$ cat config.mk
export PLATFORM = sky130hd
export DESIGN_NAME = jtpinpon_charrom_slot_flat
export DESIGN_NICKNAME = d
export VERILOG_FILES = /design/src/rtl/jtpinpon_charrom_slot_if.sv /design/src/rtl/jtpinpon_charrom_slot.sv /design/src/flat_wrapper.sv
export SDC_FILE = /design/constraint.sdc
export NUM_CORES = 1
export LEC_CHECK = 0
export CAP_MARGIN = 40
export CORE_MARGIN = 1
export CORE_UTILIZATION = 43
export DETAILED_ROUTE_END_ITERATION = 6
export PLACE_DENSITY = 0.9
export SETUP_SLACK_MARGIN = 0.4
export SLEW_MARGIN = 5
export SYNTH_ARGS = -nofsm -noshare
export SYNTH_HDL_FRONTEND = slang
export SYNTH_SLANG_ARGS = --single-unit
$ cat constraint.sdc
create_clock -name clk -period 2.4 [get_ports clk]
set_input_delay 0.24 -clock clk [delete_from_list [all_inputs] [get_ports clk]]
set_output_delay 0.24 -clock clk [all_outputs]
set_load 0.01 [all_outputs]
$ cat src/rtl/jtpinpon_charrom_slot_if.sv
// Char ROM slot bus: layer fetch side plus SDRAM controller side.
// slave = ROM slot responder, master = layer/controller environment.
interface jtpinpon_charrom_slot_if #(
  parameter int AW  = 12,
  parameter int SDW = 22
);
  logic          slot_cs;
  logic [AW-1:0] slot_addr;
  logic [15:0]   slot_data;
  logic          slot_ok;

  logic [SDW-1:0] sdram_addr;
  logic           sdram_req;
  logic           sdram_ack;
  logic           sdram_dst;
  logic [15:0]    sdram_din;

  modport slave (
    input  slot_cs, slot_addr,
    output slot_data, slot_ok,
    output sdram_addr, sdram_req,
    input  sdram_ack, sdram_dst, sdram_din
  );

  modport master (
    output slot_cs, slot_addr,
    input  slot_data, slot_ok,
    input  sdram_addr, sdram_req,
    output sdram_ack, sdram_dst, sdram_din
  );
endinterface

$ cat src/rtl/jtpinpon_charrom_slot.sv
// Char ROM slot: one-word SDRAM fetch with a small tag cache.
// Define JTPINPON_CHARROM_CACHE2_EN for a two-entry LRU cache.
module jtpinpon_charrom_slot #(
  parameter int             AW     = 12,
  parameter int             SDW    = 22,
  parameter logic [SDW-1:0] OFFSET = '0
) (
  input  logic clk,
  input  logic rst_n,
  jtpinpon_charrom_slot_if.slave bus
);

  typedef enum logic [1:0] {
    IDLE = 2'd0,
    REQ  = 2'd1,
    DATA = 2'd2
  } state_t;

  state_t         state_q, state_d;
  logic [AW-1:0]  req_addr_q;
  logic [SDW-1:0] addr_q;
  logic           hit;
  logic           launch;
  logic           fill;

  always_ff @(posedge clk or negedge rst_n) begin
    if (!rst_n) state_q <= IDLE;
    else        state_q <= state_d;
  end

  always_comb begin
    state_d = state_q;
    unique case (state_q)
      IDLE: if (launch) state_d = REQ;
      REQ: begin
        if (bus.sdram_ack)
          state_d = bus.sdram_dst ? IDLE : DATA;
      end
      DATA: if (bus.sdram_dst) state_d = IDLE;
      default: state_d = IDLE;
    endcase
  end

  // ack+dst together in REQ fills straight away
  always_comb begin
    launch = (state_q == IDLE) && bus.slot_cs && !hit;
    fill   = bus.sdram_dst &&
             ((state_q == DATA) ||
              ((state_q == REQ) && bus.sdram_ack));
    bus.sdram_req  = (state_q == REQ);
    bus.sdram_addr = addr_q;
    bus.slot_ok    = hit && (state_q == IDLE);
  end

  always_ff @(posedge clk or negedge rst_n) begin
    if (!rst_n) begin
      req_addr_q <= '0;
      addr_q     <= '0;
    end else if (launch) begin
      req_addr_q <= bus.slot_addr;
      addr_q     <= OFFSET + SDW'(bus.slot_addr);
    end
  end

`ifdef JTPINPON_CHARROM_CACHE2_EN
  logic [1:0][AW-1:0] tag_q;
  logic [1:0][15:0]   data_q;
  logic [1:0]         valid_q;
  logic               lru_q;
  logic               hit0, hit1;

  always_comb begin
    hit0 = valid_q[0] && (tag_q[0] == bus.slot_addr);
    hit1 = valid_q[1] && (tag_q[1] == bus.slot_addr);
    hit  = hit0 || hit1;
    bus.slot_data = hit1 ? data_q[1] : data_q[0];
  end

  // lru_q names the entry the next fill replaces
  always_ff @(posedge clk or negedge rst_n) begin
    if (!rst_n) begin
      tag_q   <= '0;
      data_q  <= '0;
      valid_q <= '0;
      lru_q   <= 1'b0;
    end else if (fill) begin
      tag_q[lru_q]   <= req_addr_q;
      data_q[lru_q]  <= bus.sdram_din;
      valid_q[lru_q] <= 1'b1;
      lru_q          <= ~lru_q;
    end else if (bus.slot_ok && bus.slot_cs) begin
      lru_q <= hit0;
    end
  end
`else
  logic [AW-1:0] tag_q;
  logic [15:0]   data_q;
  logic          valid_q;

  always_comb begin
    hit = valid_q && (tag_q == bus.slot_addr);
    bus.slot_data = data_q;
  end

  always_ff @(posedge clk or negedge rst_n) begin
    if (!rst_n) begin
      tag_q   <= '0;
      data_q  <= '0;
      valid_q <= 1'b0;
    end else if (fill) begin
      tag_q   <= req_addr_q;
      data_q  <= bus.sdram_din;
      valid_q <= 1'b1;
    end
  end
`endif

endmodule

$ cat src/flat_wrapper.sv
// flat-port wrapper written by rule: the top's interface ports become plain ports
module jtpinpon_charrom_slot_flat 
#(
  parameter int             AW     = 12,
  parameter int             SDW    = 22,
  parameter logic [SDW-1:0] OFFSET = '0
)
  (clk, rst_n, bus_slot_cs, bus_slot_addr, bus_slot_data, bus_slot_ok, bus_sdram_addr, bus_sdram_req, bus_sdram_ack, bus_sdram_dst, bus_sdram_din);
  jtpinpon_charrom_slot_if #(.AW(AW), .SDW(SDW)) bus_i ();
  input  logic clk;
  input  logic rst_n;
  input wire logic [$bits(bus_i.slot_cs)-1:0] bus_slot_cs;
  input wire logic [$bits(bus_i.slot_addr)-1:0] bus_slot_addr;
  output wire logic [$bits(bus_i.slot_data)-1:0] bus_slot_data;
  output wire logic [$bits(bus_i.slot_ok)-1:0] bus_slot_ok;
  output wire logic [$bits(bus_i.sdram_addr)-1:0] bus_sdram_addr;
  output wire logic [$bits(bus_i.sdram_req)-1:0] bus_sdram_req;
  input wire logic [$bits(bus_i.sdram_ack)-1:0] bus_sdram_ack;
  input wire logic [$bits(bus_i.sdram_dst)-1:0] bus_sdram_dst;
  input wire logic [$bits(bus_i.sdram_din)-1:0] bus_sdram_din;
  assign bus_i.slot_cs = bus_slot_cs;
  assign bus_i.slot_addr = bus_slot_addr;
  assign bus_slot_data = bus_i.slot_data;
  assign bus_slot_ok = bus_i.slot_ok;
  assign bus_sdram_addr = bus_i.sdram_addr;
  assign bus_sdram_req = bus_i.sdram_req;
  assign bus_i.sdram_ack = bus_sdram_ack;
  assign bus_i.sdram_dst = bus_sdram_dst;
  assign bus_i.sdram_din = bus_sdram_din;
  jtpinpon_charrom_slot #(.AW(AW), .SDW(SDW), .OFFSET(OFFSET)) u_core (.clk(clk), .rst_n(rst_n), .bus(bus_i));
endmodule
Word-level counts from Yosys, hierarchy flattened
Cells that the tools add are included.

cells by class
  equality and inequality tests = 6
  reductions and logical operators = 10
  muxes and demuxes = 5

operators with widths
  operator                                                         number
  12-bit == test                                                   1
  2-bit two-way mux                                                4
  1-bit logical AND                                                6
  2-bit case mux with 3 select lines                               1
  2-bit by 1-bit != test with 1-bit output, second input constant  2
  3-bit AND reduction                                              1
  2-bit by 1-bit == test with 1-bit output, second input constant  1
  2-bit == test, second input constant                             1
  2-bit logical NOT                                                1
  2-bit != test, second input constant                             1
  1-bit logical NOT                                                1
  1-bit logical OR                                                 1

word-level totals
  bits of input ports = 33
  output and inout bits = 40
  word-level logic and storage cells = 26
  bits in registers = 43

Longest topological paths before layout
  depth after elaboration = 6
  depth in mapped cells = 7

Worst setup path before layout
OpenSTA, ideal clock, no wires.

  path kind = register to register
  from = reg u_core.tag_q[5]
  to = reg u_core.req_addr_q[10]
  arrival = 1.624 ns
  required time = 2.275 ns
  library setup time = 0.125 ns
  stages on the path, launching flop included = 7
  period minus slack after synthesis = 1.749 ns
  slack = 0.651 ns
  path through = dfrtp_1 -> xor2_1 -> nor4_1 -> nand4_1 -> o21ai_2 -> buf_6 -> mux2_2

between the ends
  word-level cells in the longest chain between the ends = 4

RTL lines
  what                    line                          text
  start, declared         jtpinpon_charrom_slot.sv:96   logic [AW-1:0] tag_q;
  start signal, assigned  jtpinpon_charrom_slot.sv:111  tag_q <= req_addr_q;
  12-bit == test          jtpinpon_charrom_slot.sv:101  hit = valid_q && (tag_q == bus.slot_addr);
  1-bit logical AND       jtpinpon_charrom_slot.sv:101
  1-bit logical NOT       jtpinpon_charrom_slot.sv:46   launch = (state_q == IDLE) && bus.slot_cs && !hit;
  1-bit logical AND       jtpinpon_charrom_slot.sv:46
  end signal, assigned    jtpinpon_charrom_slot.sv:60   req_addr_q <= bus.slot_addr;
  end, declared           jtpinpon_charrom_slot.sv:20   logic [AW-1:0] req_addr_q;

No other way between the ends.
A chain may end at the register's enable or synchronous reset.

Final worst setup path
  from = reg u_core.tag_q[10]
  to = reg u_core.req_addr_q[4]

The elaborated chain is that of the path after synthesis.

==> reports/metrics.csv <==
metric,value,unit
reported leakage power,1.18,nW
critical path endpoint category,flip-flop,
worst-path maximum fanout,5,
Mean Syn Cell Area,14.5,µm²
clock latency at the later pin of the worst-skew pair,0.30,ns
Floorplan Core Area,4060,µm²
TritonCTS buffer count,5,
Simple-Gate Fraction of Synth Area,3.55,%
Placer Congestion,0.754,
initial core utilization,45.1,%
"Core Util, Final",66.7,%
Reg2Reg Capture Point,u_core.req_addr_q[4],
setup repair after global routing missed its margin,yes,
via count of the first global-routing pass,1286,
highest achievable clock rate,497,MHz
kind of launch point of the worst setup path,flip-flop,
startpoint of the tightest hold check path,bus_slot_addr[1],
global route overflow,0,
vertical die dimension,67.2,µm
main combinational cell family by area after synthesis,multiplexers,
launch point of the worst path,u_core.tag_q[10],
cell count of the worst reg-to-reg path,7,
final clock period utilization by the worst path,83.8,%
Syn-to-layout area delta,47.9,%
number of design-rule violations left by the first detailed-router iteration,18,
Synth Area in XOR/XNOR,5.74,%
Final setup viols,0,
clock sink total,43,
compound-cell area share of the yosys netlist,1.03,%
full die area,4520,µm²
row count,23,
Syn Std Cell Area,1830,µm²
cell area power density,1140,nW/µm²
WHS Path Cells,2,
root cell of the clock tree,sky130_fd_sc_hd__clkbuf_8,
critical path type,flip-flop to flip-flop,
detailed-router iteration count before antenna repair,2,
DRT Wirelength,3.70,mm
"arithmetic-cell share of the synthesized area counting full adders, half adders and majority gates",0,%
Hold EP,u_core.req_addr_q[1],
"leading cell type in the layout, fill and taps excluded",sky130_fd_sc_hd__clkdlybuf4s50_1,
Final Instance Area,2710,µm²
placed wire-length estimate,2.55,mm
share of cells above drive strength 1,30.7,%
highest ir drop seen on vdd,0.688,mV
maxcap violations,0,
vias per cell,4.90,
warning count from the yosys run,0,
number of antenna violations at the first check in global routing,0,
routed wire length per instance,14.8,µm
quantity of I/O buffers inserted on ports,62,
final antenna-violating net count,0,
cell accounting for the most synthesized area,sky130_fd_sc_hd__dfrtp_1,
most used cells in the layout excluding fill and tap cells,"58 x sky130_fd_sc_hd__clkdlybuf4s50_1, 43 x sky130_fd_sc_hd__dfrtp_1, 33 x sky130_fd_sc_hd__mux2_2",
worst-case clock skew,0.00593,ns
origin of the critical flop-to-flop path,u_core.tag_q[10],
final total negative setup slack,0,ns
mux cell area share after synthesis,24.6,%
count of final hold-check violations,0,
post-synth top area share,58.8,%
Cells after Synth,126,
data required time of the critical path,2.58,ns
CTS Buffer Depth,2,
kind of path behind the tightest hold check,input pin to flip-flop,
count of pins over their slew limit,0,
Die W,67.2,µm
global-route wire length before repair,5.82,mm
total global routing track utilization,18.1,%
result of the run,"complete, no violations",
"Clk pin slew, worst setup/hold paths",0.08,ns
largest net degree at the start of global routing,32,
Critical Path AT,2.19,ns
area of placed instances,2510,µm²
flop-to-flop setup slack,0.39,ns
cell types occupying the most area after synthesis,"sky130_fd_sc_hd__dfrtp_1 59%, sky130_fd_sc_hd__mux2_2 25%, sky130_fd_sc_hd__buf_4 4.5%",
portion of the post-synthesis area used by sequential elements,58.8,%
ANT cells,0,
H-tree depth reported by CTS,2,
DRC violation count after routing,0,
distinct cell type count after synthesis,19,
TritonCTS clock tree,done,
via count of the routed design,1219,
num ports,73,
Final Critical Period,2.01,ns
"FF+latch count, synth",43,
Final Net Count,231,
[worst max-delay path: stages, from the launching register on]
cell and delay (ns):
sky130_fd_sc_hd__dfrtp_1 0.39, sky130_fd_sc_hd__xor2_1 0.17, sky130_fd_sc_hd__nor4_2 0.31, sky130_fd_sc_hd__nand3_1 0.16
sky130_fd_sc_hd__buf_4 0.17, sky130_fd_sc_hd__o21ai_4 0.19, sky130_fd_sc_hd__buf_6 0.17, sky130_fd_sc_hd__mux2_2 0.34
[cell type report]
type                    count  area, µm²
well taps                  50       62.6
flip-flops and latches     43       1080
fillers                   315       1350
clock buffers               6       82.6
clock inverters             2       35.0
repair buffers             70        714
inverters                   2       7.51
multi-input cells          76        729
[sequential cells by signal (all words and copies together), names as in the netlist]
signal,flops
u_core.bus.slot_data,16
u_core.valid_q,1
u_core.req_addr_q,12
u_core.tag_q,12
u_core.state_q,2
[cells in the mapped netlist (all sizes together)]
cell     n
and2b    1
buf     14
conb     1
dfrtp   43
inv      2
mux2    40
nand2    2
nand2b   1
nand3    1
nand4    1
nor2b    1
nor3b    1
nor4     3
o21ai    3
xnor2    4
xor2     8
[what timing repair did]
item	CTS	global route
buffers inserted	0	0
hold buffers	1	0
gates resized for setup	6	15
hold endpoints to repair	12	0
endpoints found under the setup margin	6	13
gates cloned	0	1
pin swaps	4	7
[through the flow]
| step | hold WS, ns | cells | power [mW] | worst slack [ns] |
|---|---|---|---|---|
| 5_1_grt | 0.252 | 249 | 3.28 | 0.281 |
| 4_1_cts | 0.360 | 248 | 3.07 | 0.371 |
| 6_report | 0.251 | 249 | 3.10 | 0.390 |
| 2_1_floorplan | -0.0556 | 135 | 1.82 | 0.651 |
| 3_5_place_dp | 0.154 | 239 | 2.46 | -0.0921 |
| 3_3_place_gp | 0.437 | 238 | 2.41 | -0.106 |
[how the worst max path moves through the flow]
stage | to | slack (ns) | cells past startpoint
2_1_floorplan | u_core.req_addr_q[10] | 0.65 | 6
3_3_place_gp | bus_slot_ok | -0.11 | 6
3_5_place_dp | bus_slot_ok | -0.09 | 6
4_1_cts | bus_slot_ok | 0.37 | 6
5_1_grt | bus_slot_ok | 0.28 | 5
6_report | u_core.req_addr_q[4] | 0.39 | 7
[per-layer routing]
| metal | global-route usage (%) | vias up | share of wire, % |
|---|---|---|---|
| li1 | - | 550 | - |
| met1 | 20.9 | 606 | 41 |
| met2 | 28.6 | 58 | 48 |
| met3 | 9.46 | 5 | 9.3 |
| met4 | 6.38 | 0 | 1.4 |
| met5 | 0 | - | 0 |
[cell families after synthesis]
| family | count (synthesis) |
|---|---|
| compound gates | 3 |
| xor+xnor | 12 |
| buf+inv | 16 |
| flops | 43 |
| mux | 40 |
| other cells | 1 |
| simple gates | 11 |
[power by group]
| part | total, mW | switching [mW] | internal, mW |
|---|---|---|---|
| clock | 0.583 | 0.246 | 0.337 |
| combinational | 1.26 | 0.447 | 0.812 |
| sequential | 1.26 | 0.203 | 1.05 |
| total | 3.10 | 0.896 | 2.20 |
No activity file was read; power rests on OpenSTA's default activity.
==> patch 1: new RTL, same flow settings <==
`AW` is set to 12 in 3 places; all go to 13.
--- a/src/rtl/jtpinpon_charrom_slot_if.sv
+++ b/src/rtl/jtpinpon_charrom_slot_if.sv
@@ -2,5 +2,5 @@
 // slave = ROM slot responder, master = layer/controller environment.
 interface jtpinpon_charrom_slot_if #(
-  parameter int AW  = 12,
+  parameter int AW  = 13,
   parameter int SDW = 22
 );
--- a/src/rtl/jtpinpon_charrom_slot.sv
+++ b/src/rtl/jtpinpon_charrom_slot.sv
@@ -2,5 +2,5 @@
 // Define JTPINPON_CHARROM_CACHE2_EN for a two-entry LRU cache.
 module jtpinpon_charrom_slot #(
-  parameter int             AW     = 12,
+  parameter int             AW     = 13,
   parameter int             SDW    = 22,
   parameter logic [SDW-1:0] OFFSET = '0
--- a/src/flat_wrapper.sv
+++ b/src/flat_wrapper.sv
@@ -2,5 +2,5 @@
 module jtpinpon_charrom_slot_flat 
 #(
-  parameter int             AW     = 12,
+  parameter int             AW     = 13,
   parameter int             SDW    = 22,
   parameter logic [SDW-1:0] OFFSET = '0
Interface: changed (resized bus_slot_addr); port bits go from 73 to 74. No check against the original RTL was run, so the function may have changed too.
==> patch 1 against the unedited design <==
Sequential cell count is 2 higher; cell count is 2.8% higher; cell area is 2.5% higher; sequential share of layout area is 0.82 points higher; area after synthesis is 7.7% higher; critical endpoint is now u_core.req_addr_q[1]; highest routed layer unchanged; routed wire length is 0.89% higher; worst setup slack better by 0.091 ns; power is 1.3% lower.
==> patch 1: results (changes against the unedited design) <==
| Metric | Value |
|---|---|
| DR vias | 1242 (was 1219) |
| Final worst setup slack | 0.481 ns (was 0.390 ns) |
| Via/cell ratio | 4.85 (was 4.90) |
| GRT Overall Usage | 0.164 (was 0.181) |
| Worst Hold Path EP | u_core.req_addr_q[2] (was u_core.req_addr_q[1]) |
| Mux cell area share after synthesis | 0.257 (was 0.246) |
| Drt pass-1 iters | 4 (was 2) |
| Area of the multi-input gates | 785 sq um (was 729 sq um) |
| Crit path max-delay family | buffers and inverters (was simple AND/OR/NAND/NOR gates) |
| CTS Sinks | 45 (was 43) |
| Crit path arrival time | 2.09 ns (was 2.19 ns) |
| DIE WIDTH | 69.7 microns (was 67.2 microns) |
| Non-clk bufs | 72 (was 70) |
| Top cells by area, synth | dfrtp_1 57%, mux2_2 19%, mux2_4 6.9% (was dfrtp_1 59%, mux2_2 25%, buf_4 4.5%) |
| Layout cells sized above 1 | 0.304 (was 0.307) |
| P_leak | 1.24 nW (was 1.18 nW) |
| Detailed Route WL | 3730 microns (was 3700 microns) |
| HPWL Detailed | 2680 microns (was 2550 microns) |
| Largest stage delay, worst path | 0.44 ns (was 0.39 ns) |
| Placed cell count | 247 (was 239) |
| Critical Path Source | bus_slot_addr[11] (was u_core.tag_q[10]) |
| Fraction of area in multi-input gates | 0.283 (was 0.269) |
| 1st-iter DRT viols | 42 (was 18) |
| Nets@finish | 239 (was 231) |
| Clock buf/inv share | 0.0266 (was 0.0434) |
| Multi-In Gates | 80 (was 76) |
| R2R setup slack | 0.51 ns (was 0.39 ns) |
| Largest net degree at the start of global routing | 35 (was 32) |
| Max stage delay cell, worst path | clkdlybuf4s50_1 (was dfrtp_1) |
| Vias in the first global route | 1341 (was 1286) |
| VDD IR-drop max | 566 uV (was 688 uV) |
| Mapped Cells | 131 (was 126) |
| Synth Area in Compound Gates | 0.0121 (was 0.0103) |
| Final non-clock buffer share | 0.260 (was 0.264) |
| Dpl cell area | 0.00266 sq mm (was 0.00251 sq mm) |
| Outcome | finished clean (unchanged) |
| Worst Hold Launch | bus_slot_addr[2] (was bus_slot_addr[1]) |
| Clk_skew | 0.00402 ns (was 0.00593 ns) |
| Post-Synth XOR/XNOR Area | 0.0577 (was 0.0574) |
| Inverters | 1 (was 2) |
| Sw power | 909 uW (was 896 uW) |
| Synth cell types | 21 (was 19) |
| Port Buffer Count | 64 (was 62) |
| Reg-to-reg startpoint | u_core.tag_q[11] (was u_core.tag_q[10]) |
| Gpl congestion | 0.723 (was 0.754) |
| Sequential fraction of the synthesis area | 0.571 (was 0.588) |
| Crit-path max FO | 9 (was 5) |
| Hold Slack | 0.273 ns (was 0.251 ns) |
| Placement Setup Slack | 0.0193 ns (was -0.0921 ns) |
## patch 1: cell count changes in the layout (fill, tap and decap cells not counted), sizes merged, moves of 2 or more
cell	delta
clkdlybuf4s50	+2
dfrtp	+2
mux2	+2
nor2b	+2
o21ai	-2
xnor2	-3
xor2	+4
## patch 1: power by group through the flow
stage               Combinational, mW  Sequential (mW)  Clock, mW
detailed placement               1.31             1.33          0
global route                     1.41             1.36      0.472
finish                           1.32             1.31      0.422
global placement                 1.28             1.31          0
floorplan                       0.579             1.40          0
CTS                              1.33             1.32      0.445
## patch 1: metal layers
layer  global-route usage  up-vias  wire length [microns]  share of wire
li1                     -      578                      -              -
met1                0.193      600                   1520           0.41
met2                0.260       60                   1740           0.47
met3               0.0930        4                    431           0.12
met4               0.0400        0                     32         0.0086
met5                    0        -                      0              0
## patch 1: timing repair
action                                  CTS  global route
hold endpoints to repair                 11             0
setup buffers                             1             1
hold buffers                              1             0
resized for setup                         5             3
endpoints found under the setup margin    1            12
gates cloned                              0             0
pin swaps                                 3             6
==> patch 2: new RTL, same settings <==
Without the edit above. Re-encode `state_t` (3 states) as one-hot, 3 bits wide.
--- a/src/rtl/jtpinpon_charrom_slot.sv
+++ b/src/rtl/jtpinpon_charrom_slot.sv
@@ -11,8 +11,8 @@
 );
 
-  typedef enum logic [1:0] {
-    IDLE = 2'd0,
-    REQ  = 2'd1,
-    DATA = 2'd2
+  typedef enum logic [2:0] {
+    IDLE = 3'b001,
+    REQ  = 3'b010,
+    DATA = 3'b100
   } state_t;
 
Check against the original RTL: same outputs for any inputs over 10 cycles, from zero or initial values and one cycle with rst_n low; not proved beyond that.
==> patch 2 against the unedited design <==
Sequential share of layout area shrank 0.46 points; area after synthesis is 7.7% higher; critical path type is now reg2out; synthesized cell count increased by 8.7%; non-clock buffer count rose by 3; sequential cell count is 1 higher; largest cell class unchanged; global-route usage is 1.0 points lower; worst setup slack lost 0.18 ns; power grew 4.5%; largest power group is now combinational logic; critical endpoint is now bus_slot_ok; highest routed layer unchanged; routed wire length grew 4.9%; cell area is 3.7% higher.
==> patch 2: results (changes against the unedited design) <==
| Metric | Value |
|---|---|
| Outcome | finished clean (unchanged) |
| Num sequential | 44 (was 43) |
| Drt pass-1 iters | 4 (was 2) |
| Synth Area in Compound Gates | 0.0159 (was 0.0103) |
| Avg Cell Area, Syn | 14.4 sq um (was 14.5 sq um) |
| Crit-path max FO | 2 (was 5) |
| Vias in the first global route | 1321 (was 1286) |
| Net Sw Frac | 0.316 (was 0.289) |
| First-pass GRT wire length | 6380 microns (was 5820 microns) |
| Nets@finish | 245 (was 231) |
| Inverters | 1 (was 2) |
| Fraction of area in multi-input gates | 0.290 (was 0.269) |
| Tap cell count | 52 (was 50) |
| Seq/total area | 0.393 (was 0.397) |
| DR vias | 1314 (was 1219) |
| Grt met3 use | 0.0465 (was 0.0946) |
| Part of the power in registers | 0.413 (was 0.406) |
| GR Util met1 | 0.216 (was 0.209) |
| Post-Synth XOR/XNOR Area | 0.0533 (was 0.0574) |
| GR Util met2 | 0.284 (was 0.286) |
| Dpl cell area | 0.00267 sq mm (was 0.00251 sq mm) |
| Top cells by count, synth | 43 x dfrtp_1, 32 x mux2_1, 11 x buf_4, 11 x xor2_1, 8 x mux2_4 (was 43 x dfrtp_1, 40 x mux2_2, 11 x buf_4) |
| VDD IR-drop max | 552 uV (was 688 uV) |
| Top FF cell, synth | dfrtp_1 (unchanged) |
| Clk_skew | 0.00745 ns (was 0.00593 ns) |
| HPWL Detailed | 2820 microns (was 2550 microns) |
| Fill cells | 336 (was 315) |
| Gpl congestion | 0.697 (was 0.754) |
| Mux cell area share after synthesis | 0.244 (was 0.246) |
| Clock buf/inv share | 0.0330 (was 0.0434) |
| Met3 WL post-DR | 175 microns (was 342 microns) |
| 1st-iter DRT viols | 55 (was 18) |
| Largest stage delay, worst path | 0.54 ns (was 0.39 ns) |
| Synth cell types | 27 (was 19) |
| Crit path arrival time | 1.95 ns (was 2.19 ns) |
| Largest net degree at the start of global routing | 26 (was 32) |
| Comb pwr | 1.42 mW (was 1.26 mW) |
| WL met1 | 1620 microns (was 1520 microns) |
| Via/cell ratio | 4.96 (was 4.90) |
| Sw power | 1.02 mW (was 896 uW) |
| P_leak | 1.27 nW (was 1.18 nW) |
| Non-clk bufs | 73 (was 70) |
| Top cells by area, synth | dfrtp_1 55%, mux2_1 18%, mux2_4 6.1% (was dfrtp_1 59%, mux2_2 25%, buf_4 4.5%) |
| Fin area | 0.00281 sq mm (was 0.00271 sq mm) |
| Placed cell count | 255 (was 239) |
| Layout cells sized above 1 | 0.164 (was 0.307) |
| Detailed Route WL | 3880 microns (was 3700 microns) |
==> patch 2: path summary, 6_finish.rpt <==
path / startpoint / endpoint / slack, ns / cells after the start
worst max register to register: u_core.tag_q[2] / u_core.req_addr_q[5] / 0.49 / 7
min in group asynchronous: rst_n / u_core.bus.slot_data[6] / 0.43 / 2
worst min register to register: u_core.bus.slot_data[15] / u_core.bus.slot_data[15] / 0.49 / 1
worst max-delay path: u_core.tag_q[3] / bus_slot_ok / 0.21 / 6
max in group asynchronous: rst_n / u_core.tag_q[0] / 1.47 / 3
worst min-delay path: bus_slot_addr[7] / u_core.req_addr_q[7] / 0.24 / 2
==> patch 2: what timing repair did <==
action                     4_1_cts  5_1_grt
setup endpoints to repair        1        1
gates resized for setup          5        6
gates cloned                     0        0
hold endpoints to repair        18        0
setup buffers                    0        1
hold buffers                     1        0
pin swaps                        3        4
